### config.mk
export PLATFORM = sky130hd
export DESIGN_NAME = char_rotator
export DESIGN_NICKNAME = d
export VERILOG_FILES = /design/src/rtl/char_rot_pkg.sv /design/src/rtl/char_rotator_tick_gen.sv /design/src/rtl/char_rotator.sv
export SDC_FILE = /design/constraint.sdc
export NUM_CORES = 1
export LEC_CHECK = 0
export BUFFER_PORTS_ARGS = -buffer_cell sky130_fd_sc_hd__buf_2
export CORE_ASPECT_RATIO = 1.1
export CORE_MARGIN = 8
export CORE_UTILIZATION = 45
export CTS_CLUSTER_DIAMETER = 30
export DETAILED_ROUTE_END_ITERATION = 8
export SKIP_LAST_GASP = 1
export SLEW_MARGIN = 15
export SYNTH_ARGS = -nofsm -noshare
export SYNTH_HDL_FRONTEND = slang
export SYNTH_SLANG_ARGS = --single-unit
### constraint.sdc
create_clock -name CLOCK_50 -period 7.1 [get_ports CLOCK_50]
set_input_delay 1.42 -clock CLOCK_50 [delete_from_list [all_inputs] [get_ports CLOCK_50]]
set_output_delay 1.42 -clock CLOCK_50 [all_outputs]
set_load 0.005 [all_outputs]
### src/rtl/char_rot_pkg.sv
// Shared widths, character codes and mod-5 position helpers for the character rotator.
package char_rot_pkg;

    localparam int CHAR_W  = 3;
    localparam int NUM_POS = 5;
    localparam int POS_W   = 3;
    localparam int WORD_W  = CHAR_W * NUM_POS;

    typedef logic [POS_W-1:0]  pos_t;
    typedef logic [CHAR_W-1:0] char_t;

    localparam char_t CH_H     = 3'd0;
    localparam char_t CH_E     = 3'd1;
    localparam char_t CH_L     = 3'd2;
    localparam char_t CH_O     = 3'd3;
    localparam char_t CH_BLANK = 3'd7;

    localparam pos_t POS_LAST = pos_t'(NUM_POS - 1);

    // Exact wrap at NUM_POS; a plain 3-bit add would visit 5..7.
    function automatic pos_t pos_inc(input pos_t p);
        return (p >= POS_LAST) ? '0 : p + pos_t'(1);
    endfunction

    function automatic pos_t pos_dec(input pos_t p);
        return (p == '0) ? POS_LAST : p - pos_t'(1);
    endfunction

endpackage

### src/rtl/char_rotator_tick_gen.sv
// Prescaler for the rotator: counts 0..TICK_DIV-1 while enabled and flags the wrap cycle.
module tick_gen #(
    parameter int unsigned TICK_DIV = 50_000_000
) (
    input  logic CLOCK_50,
    input  logic reset,
    input  logic enable,
    input  logic clear,
    output logic tick
);

    localparam int CNT_W = (TICK_DIV > 2) ? $clog2(TICK_DIV) : 1;
    localparam logic [CNT_W-1:0] CNT_LAST = CNT_W'(TICK_DIV - 1);

    logic [CNT_W-1:0] cnt_q;

    assign tick = enable && (cnt_q == CNT_LAST);

    // NOTE: state registers use non-blocking assignments so every flop samples pre-edge values.
    always_ff @(posedge CLOCK_50) begin
        if (reset || clear) begin
            cnt_q <= '0;
        end else if (enable) begin
            cnt_q <= (cnt_q == CNT_LAST) ? '0 : cnt_q + CNT_W'(1);
        end
    end

endmodule

### src/rtl/char_rotator.sv
// Scrolling-word position counter and character rotator for the HEX4..HEX0 display.
// Optional macro CHAR_ROT_STEP_SYNC_EN adds a 2-flop synchronizer on the step input.
module char_rotator
    import char_rot_pkg::*;
#(
    parameter int unsigned TICK_DIV = 50_000_000
) (
    input  logic              CLOCK_50,
    input  logic              reset,
    input  logic              enable,
    input  logic              step,
    input  logic              dir,
    input  logic              load,
    input  logic [WORD_W-1:0] chars_in,
    output logic [POS_W-1:0]  sel_out,
    output logic [WORD_W-1:0] disp_out,
    output logic              tick_out
);

    logic              auto_tick;
    logic              step_s;
    logic              step_q;
    logic              adv;
    pos_t              pos_q,  pos_d;
    logic [WORD_W-1:0] char_q, char_d;
    logic [WORD_W-1:0] disp_q, disp_d;
    logic              tick_q, tick_d;

    tick_gen #(
        .TICK_DIV (TICK_DIV)
    ) u_tick_gen (
        .CLOCK_50 (CLOCK_50),
        .reset    (reset),
        .enable   (enable),
        .clear    (load),
        .tick     (auto_tick)
    );

`ifdef CHAR_ROT_STEP_SYNC_EN
    logic [1:0] sync_q;

    always_ff @(posedge CLOCK_50) begin
        if (reset) begin
            sync_q <= '0;
        end else begin
            sync_q <= {sync_q[0], step};
        end
    end

    assign step_s = sync_q[1];
`else
    assign step_s = step;
`endif

    assign adv = auto_tick | (~enable & step_s & ~step_q);

    // NOTE: every combinational output gets a default first so no latch is inferred.
    always_comb begin
        char_d = char_q;
        pos_d  = pos_q;
        tick_d = 1'b0;
        if (load) begin
            char_d = chars_in;
            pos_d  = '0;
        end else if (adv) begin
            pos_d  = dir ? pos_dec(pos_q) : pos_inc(pos_q);
            tick_d = 1'b1;
        end
    end

    // Slot k (k=0 is HEX4, top bits) shows character (k + pos) mod NUM_POS.
    always_comb begin
        disp_d = '0;
        for (int k = 0; k < NUM_POS; k++) begin
            int src;
            src = k + int'(pos_d);
            if (src >= NUM_POS) src = src - NUM_POS;
            disp_d[(NUM_POS-1-k)*CHAR_W +: CHAR_W] = char_d[(NUM_POS-1-src)*CHAR_W +: CHAR_W];
        end
    end

    always_ff @(posedge CLOCK_50) begin
        if (reset) begin
            step_q <= 1'b0;
            pos_q  <= '0;
            char_q <= '0;
            disp_q <= '0;
            tick_q <= 1'b0;
        end else begin
            step_q <= step_s;
            pos_q  <= pos_d;
            char_q <= char_d;
            disp_q <= disp_d;
            tick_q <= tick_d;
        end
    end

    assign sel_out  = pos_q;
    assign disp_out = disp_q;
    assign tick_out = tick_q;

endmodule

### Word level (Yosys, flattened, before mapping)

Index checks and enable logic that the tools add are counted.

| storage, ports and cells | value |
|---|---|
| register bits | 61 |

| cells by class | value |
|---|---|
| $add $sub $neg | 17 |
| mux-type cells | 13 |
| order comparisons | 6 |
| reduce and logical (&&, ||, !) cells | 4 |
| shift-type cells | 5 |
| bitwise gates (word level) | 5 |
| equal/unequal tests | 1 |
| $mul | 5 |

Operators with widths:

| cell | number |
|---|---|
| $mul A32 B3 Y32 const B | 5 |
| $mux W32 | 5 |
| $shiftx A15 B32 Y3 | 5 |
| $sub A4 B32 Y32 const A | 5 |
| $add A26 B1 Y26 const B | 1 |
| $eq A26 B26 Y1 const B | 1 |
| $mux W26 | 1 |
| $sub A4 B3 Y5 const B | 4 |
| $ge A4 B3 Y1 const B | 4 |
| $mux W15 | 1 |
| $mux W3 | 5 |
| $add A2 B3 Y4 const A | 2 |
| $ge A3 B3 Y1 const B | 2 |
| $add A1 B3 Y4 const A | 1 |
| $add A3 B3 Y4 const A | 1 |
| $sub A3 B3 Y4 const B | 1 |
| $add A3 B1 Y3 const B | 1 |
| $logic_not A3 Y1 | 1 |
| $sub A3 B1 Y3 const B | 1 |
| $and A1 B1 Y1 | 2 |
| $not A1 Y1 | 2 |
| $reduce_or A2 Y1 | 1 |
| $logic_and A1 B1 Y1 | 1 |
| $logic_or A1 B1 Y1 | 1 |
| 2 further kinds | 2 |

### Longest topological paths before layout

| logic depth | value |
|---|---|
| word-level depth | 12 |
| mapped depth | 29 |
| depth with buffers taken out | 27 |

### Hierarchy

A second synthesis with hierarchy kept.

| second synthesis, totals | value |
|---|---|
| cells, all modules | 875 |
| area, all modules | 7179.4 um^2 |

By module, submodules not included:

| module | cells an instance | times used | area each (um^2) | seq. area each (um^2) |
|---|---|---|---|---|
| char_rotator | 714 | 1 | 5840.6 | 700.7 |
| tick_gen | 161 | 1 | 1338.8 | 520.5 |

### Least setup slack after synthesis

No wires, ideal clock.

| timing | value |
|---|---|
| path type | input -> register |
| from | in enable |
| to | reg disp_q[4] (netlist: disp_out[4]) |
| stages | 26 |
| slack | -85 ps |
| arrival time | 7110 ps |
| path through | buf_2 > and4_4 > and3_1 > clkbuf_2 > a211oi_4 > a21oi_4 > buf_2 > ha_1 > ha_1 > clkbuf_1 > a21oi_1 > o21ai_1 > clkbuf_1 > ha_1 > inv_1 > clkbuf_1 > ha_1 > ha_1 > a21o_1 > a21oi_1 > xor2_1 > nor2_1 > a221o_1 > nor4_1 > nand2_1 > o22ai_1 |

| between the ends | value |
|---|---|
| word-level cells in the longest chain between the ends | 12 |

RTL lines:

| what | line | text |
|---|---|---|
| start: declaration | char_rotator.sv:10 | `input logic enable,` |
| $not A1 Y1 | char_rotator.sv:55 | `assign adv = auto_tick \| (~enable & step_s & ~step_q);` |
| $and A1 B1 Y1 (2 in series) | char_rotator.sv:55 |  |
| $or A1 B1 Y1 * | char_rotator.sv:55 |  |
| $mux W3 * | char_rotator.sv:65 | `end else if (adv) begin` |
| $mux W3 * | char_rotator.sv:62 | `if (load) begin` |
| $add A2 B3 Y4 * | char_rotator.sv:76 | `src = k + int'(pos_d);` |
| $sub A4 B3 Y5 or $ge A4 B3 Y1 (tied branches) | char_rotator.sv:77 | `if (src >= NUM_POS) src = src - NUM_POS;` |
| $mux W32 * | char_rotator.sv:77 |  |
| $sub A4 B32 Y32 * | char_rotator.sv:78 | `disp_d[(NUM_POS-1-k)*CHAR_W +: CHAR_W] = char_d[(NUM_POS-1-src)*CHAR_W +: CHAR_W];` |
| $mul A32 B3 Y32 * | char_rotator.sv:78 |  |
| $shiftx A15 B32 Y3 * | char_rotator.sv:78 |  |
| end signal: assignment | char_rotator.sv:93 | `disp_q <= disp_d;` |
| end: declaration | char_rotator.sv:26 | `logic [WORD_W-1:0] disp_q, disp_d;` |

Every way passes the cells marked *; elsewhere a longest branch is shown, timed or not.
A chain may end at the register's enable or synchronous reset.

### Final worst setup path

| timing | value |
|---|---|
| from | in enable |
| to | reg disp_q[4] (netlist: disp_out[4]) |

| between the ends | value |
|---|---|
| word-level cells in the longest chain between the ends | 12 |

RTL lines:

| what | line | text |
|---|---|---|
| $not A1 Y1 | char_rotator.sv:55 |  |
| $and A1 B1 Y1 (2 in series) | char_rotator.sv:55 |  |
| $or A1 B1 Y1 * | char_rotator.sv:55 |  |
| $mux W3 * | char_rotator.sv:65 |  |
| $mux W3 * | char_rotator.sv:62 |  |
| named net pos_d[1] | char_rotator.sv:24 | `pos_t pos_q, pos_d;` |
| $add A2 B3 Y4 * | char_rotator.sv:76 |  |
| $sub A4 B3 Y5 or $ge A4 B3 Y1 (tied branches) | char_rotator.sv:77 |  |
| $mux W32 * | char_rotator.sv:77 |  |
| $sub A4 B32 Y32 * | char_rotator.sv:78 |  |
| $mul A32 B3 Y32 * | char_rotator.sv:78 |  |
| $shiftx A15 B32 Y3 * | char_rotator.sv:78 |  |

The timed path passes the listed nets; every way through them passes the cells marked *.

==> flow_metrics.env <==
export IMPL_cts_clk_slew_worst_paths_ns=0.06
export IMPL_synth_top_cell_by_area="dfxtp_1"
export IMPL_synth_edf_count=0
export IMPL_post_drt_wl_per_cell_um=18.24
export IMPL_grt_pass1_vias=6308
export IMPL_antenna_found_initial=0
export IMPL_post_cts_buffers=0
export IMPL_clock_latency_ns=0.35
export IMPL_clock_sinks=61
export IMPL_rsz0062_at_grt="false"
export IMPL_crit_top_cell="ha_1"
export IMPL_htreeDepth=3
export IMPL_yosysUniqueCellTypes=89
export IMPL_io_pins=40
export IMPL_synth_top_cells_by_count="nor2_1 (98), dfxtp_1 (61), ha_1 (56)"
export IMPL_synth_seq_cells=61
export IMPL_start_util_pct=45.45
export IMPL_diodes=0
export IMPL_cts_max_path_buffers=2
export IMPL_use_met2_pct=33.23
export IMPL_syn_num_nets=875
export IMPL_syn_area_sq_mm=0.006761
export IMPL_overflow=0
export IMPL_met1_usage_pct=23.39
export IMPL_avgSynthCellArea_sq_um=8.537
export IMPL_setup_tns_ns=0
export IMPL_slew_viol_final=0
export IMPL_status="finished clean"
export IMPL_crit_arrival_ns=6.86
export IMPL_synthArstFlopShare_pct=0
export IMPL_synthTopCellsByArea="dfxtp_1 (18%), mux4_2 (11%), ha_1 (10%)"
export IMPL_cts_tree="yes"
export IMPL_critPathLaunchType="input pin"
export IMPL_final_hold_viol_count=0
export IMPL_timing_critical_path_slowest_cell_delay_ns=0.40
export IMPL_post_route_min_period_ns=6.592
export IMPL_synthFlopType="dfxtp_1"
export IMPL_detail_route_wirelength_um=18700
export IMPL_worst_pin_slew_ns=1.195
export IMPL_via_count=6319
export IMPL_finalSetupViolations=0
export IMPL_num_rows=47
export IMPL_gp_congestion=0.8776
export IMPL_clockRootBuffer="clkbuf_16"
export IMPL_peakVddDrop_v=0.0001541
export IMPL_power_leakage_nw=3.089
export IMPL_synth_seq_area_share_pct=18.06
export IMPL_cap_viol_max_count=0
export IMPL_place_hpwl_um=13680
export IMPL_slowest_stage="nor4_4"
export IMPL_fin_crit_sh_pct=92.84
export IMPL_die_y_um=144.6
export IMPL_crit_chain="buf_2 -> and4_4 -> and3_1 -> a211oi_1 -> a211o_1 -> inv_1 -> ha_1 -> inv_1 -> nand2_1 -> a21oi_1 -> o211ai_1 -> o21ai_0 -> xnor2_1 -> ha_1 -> ha_1 -> a21o_1 -> a21oi_1 -> xor2_1 -> nor2_1 -> a221o_1 -> nor4_4 -> nand2_1 -> o22ai_1"
export IMPL_grt_pass1_wl_um=30950
export IMPL_drt_iter0_markers=688
export IMPL_drt_pass1_iter_count=5
export IMPL_dieArea_sq_mm=0.01921
export IMPL_holdWs_ns=0.5049
export IMPL_end_kind="register"
export IMPL_place_ws_ns=0.02795
export IMPL_total_power_mw=1.549
export IMPL_powerDensity_mw_per_mm2=204.7
export IMPL_hold_path_class="reg2reg"
export IMPL_io_buffers=39
export IMPL_syn_inst=792
export IMPL_viasPerCell=6.165
export IMPL_met3_usage_pct=5.386
export IMPL_grt_util_all_layers_pct=19.76
export IMPL_cts_resized=0
export IMPL_area_growth_pct=11.92
export IMPL_yosysMostFrequentCell="nor2_1"
export IMPL_required_ns=7.36
export IMPL_top_usage_layer="met2"
export IMPL_fmax_mhz=151.7
export IMPL_grt_max_degree=32
export IMPL_critPathMaxFanout=7
export IMPL_die_w_um=132.9
export IMPL_fin_skew_ns=0.01065
export IMPL_drive_gt1_share_pct=20.63
export IMPL_synth_top_cell_area_share_pct=18.06
export IMPL_ant_nets=0
export IMPL_core_area_sq_mm=0.01488
export IMPL_final_nets=907
export IMPL_drc_errors=0
export IMPL_slew_headroom_pct=18.05
export IMPL_ys_warn_count=0
export IMPL_crit_type="in2reg"
export IMPL_numCtsBuffers=9
export IMPL_setup_ws_ns=0.5082
export IMPL_hold_buffers=0
## cell families (layout without fill, tap and decap cells)
kind of cell / after synthesis / count (layout) / share of synthesized area [%]
AO/OA/AOI/OAI: 179 / 179 / 19.71
adder cells (fa/ha/maj): 62 / 62 / 12.14
multiplexers: 79 / 79 / 18.36
XOR/XNOR: 55 / 55 / 7.124
AND/OR/NAND/NOR: 264 / 264 / 18.99
flip-flops: 61 / 61 / 18.06
buffers and inverters: 92 / 129 / 5.625
## worst max-delay path, delay by kind of cell
| kind | cells | cell delay [ns] |
|---|---|---|
| buf+inv | 3 | 0.56 |
| compound gates | 9 | 2.11 |
| xor+xnor | 2 | 0.41 |
| simple gates | 6 | 1.38 |
| fa+ha+maj | 3 | 1.00 |
## path summary, 6_finish.rpt
check,slack (ns),end,cells after the start,from
setup / recovery,0.51,disp_out[4]$_SDFF_PP0_,23,enable
setup reg to reg,1.05,disp_out[8]$_SDFF_PP0_,23,u_tick_gen.cnt_q[9]$_SDFFE_PP0P_
hold reg to reg,0.50,u_tick_gen.cnt_q[14]$_SDFFE_PP0P_,2,u_tick_gen.cnt_q[14]$_SDFFE_PP0P_
hold / removal,0.50,u_tick_gen.cnt_q[14]$_SDFFE_PP0P_,2,u_tick_gen.cnt_q[14]$_SDFFE_PP0P_
## registers in the layout (all words and copies together) (netlist names)
register,cells
step_q,1
sel_out,3
char_q,15
tick_out,1
u_tick_gen.cnt_q,26
disp_out,15
## metrics by stage
stage / area [sq um] / util (%) / std cells
finish: 7567 / 50.86 / 1025
global route: 7567 / 50.86 / 1025
CTS: 7546 / 50.72 / 1025
detailed placement: 7237 / 48.64 / 1009
global placement: 7237 / 48.64 / 1009
floorplan: 6763 / - / 792
## power breakdown
group / total (mW) / internal [mW] / switching (mW)
registers: 0.382 / 0.374 / 0.00872
logic: 0.708 / 0.316 / 0.392
clock network: 0.459 / 0.283 / 0.175
total: 1.55 / 0.973 / 0.576
## final cells by class
type	count	area, sq um
Clock inverter	6	70.07
Sequential cell	61	1221
Multi-Input combinational cell	639	5192
Tap cell	196	245.2
Inverter	41	156.4
Timing Repair Buffer	72	442.9
Clock buffer	10	239.0
Fill cell	1414	7311
## routing by layer
metal,share of wire (%),up-vias
met5,0,-
met4,2.7,0
met3,8.1,51
met2,48,264
met1,41,3010
li1,-,2994
## layout by cell type, fill, tap and decap left out, types with 31 or more instances in the layout
cell	instances
nand2_1	55
buf_2	39
o21ai_0	31
ha_1	56
nor2_1	98
inv_1	33
mux4_2	34
a21oi_1	38
buf_4	33
dfxtp_1	61
(Power assumes the default switching activity.)
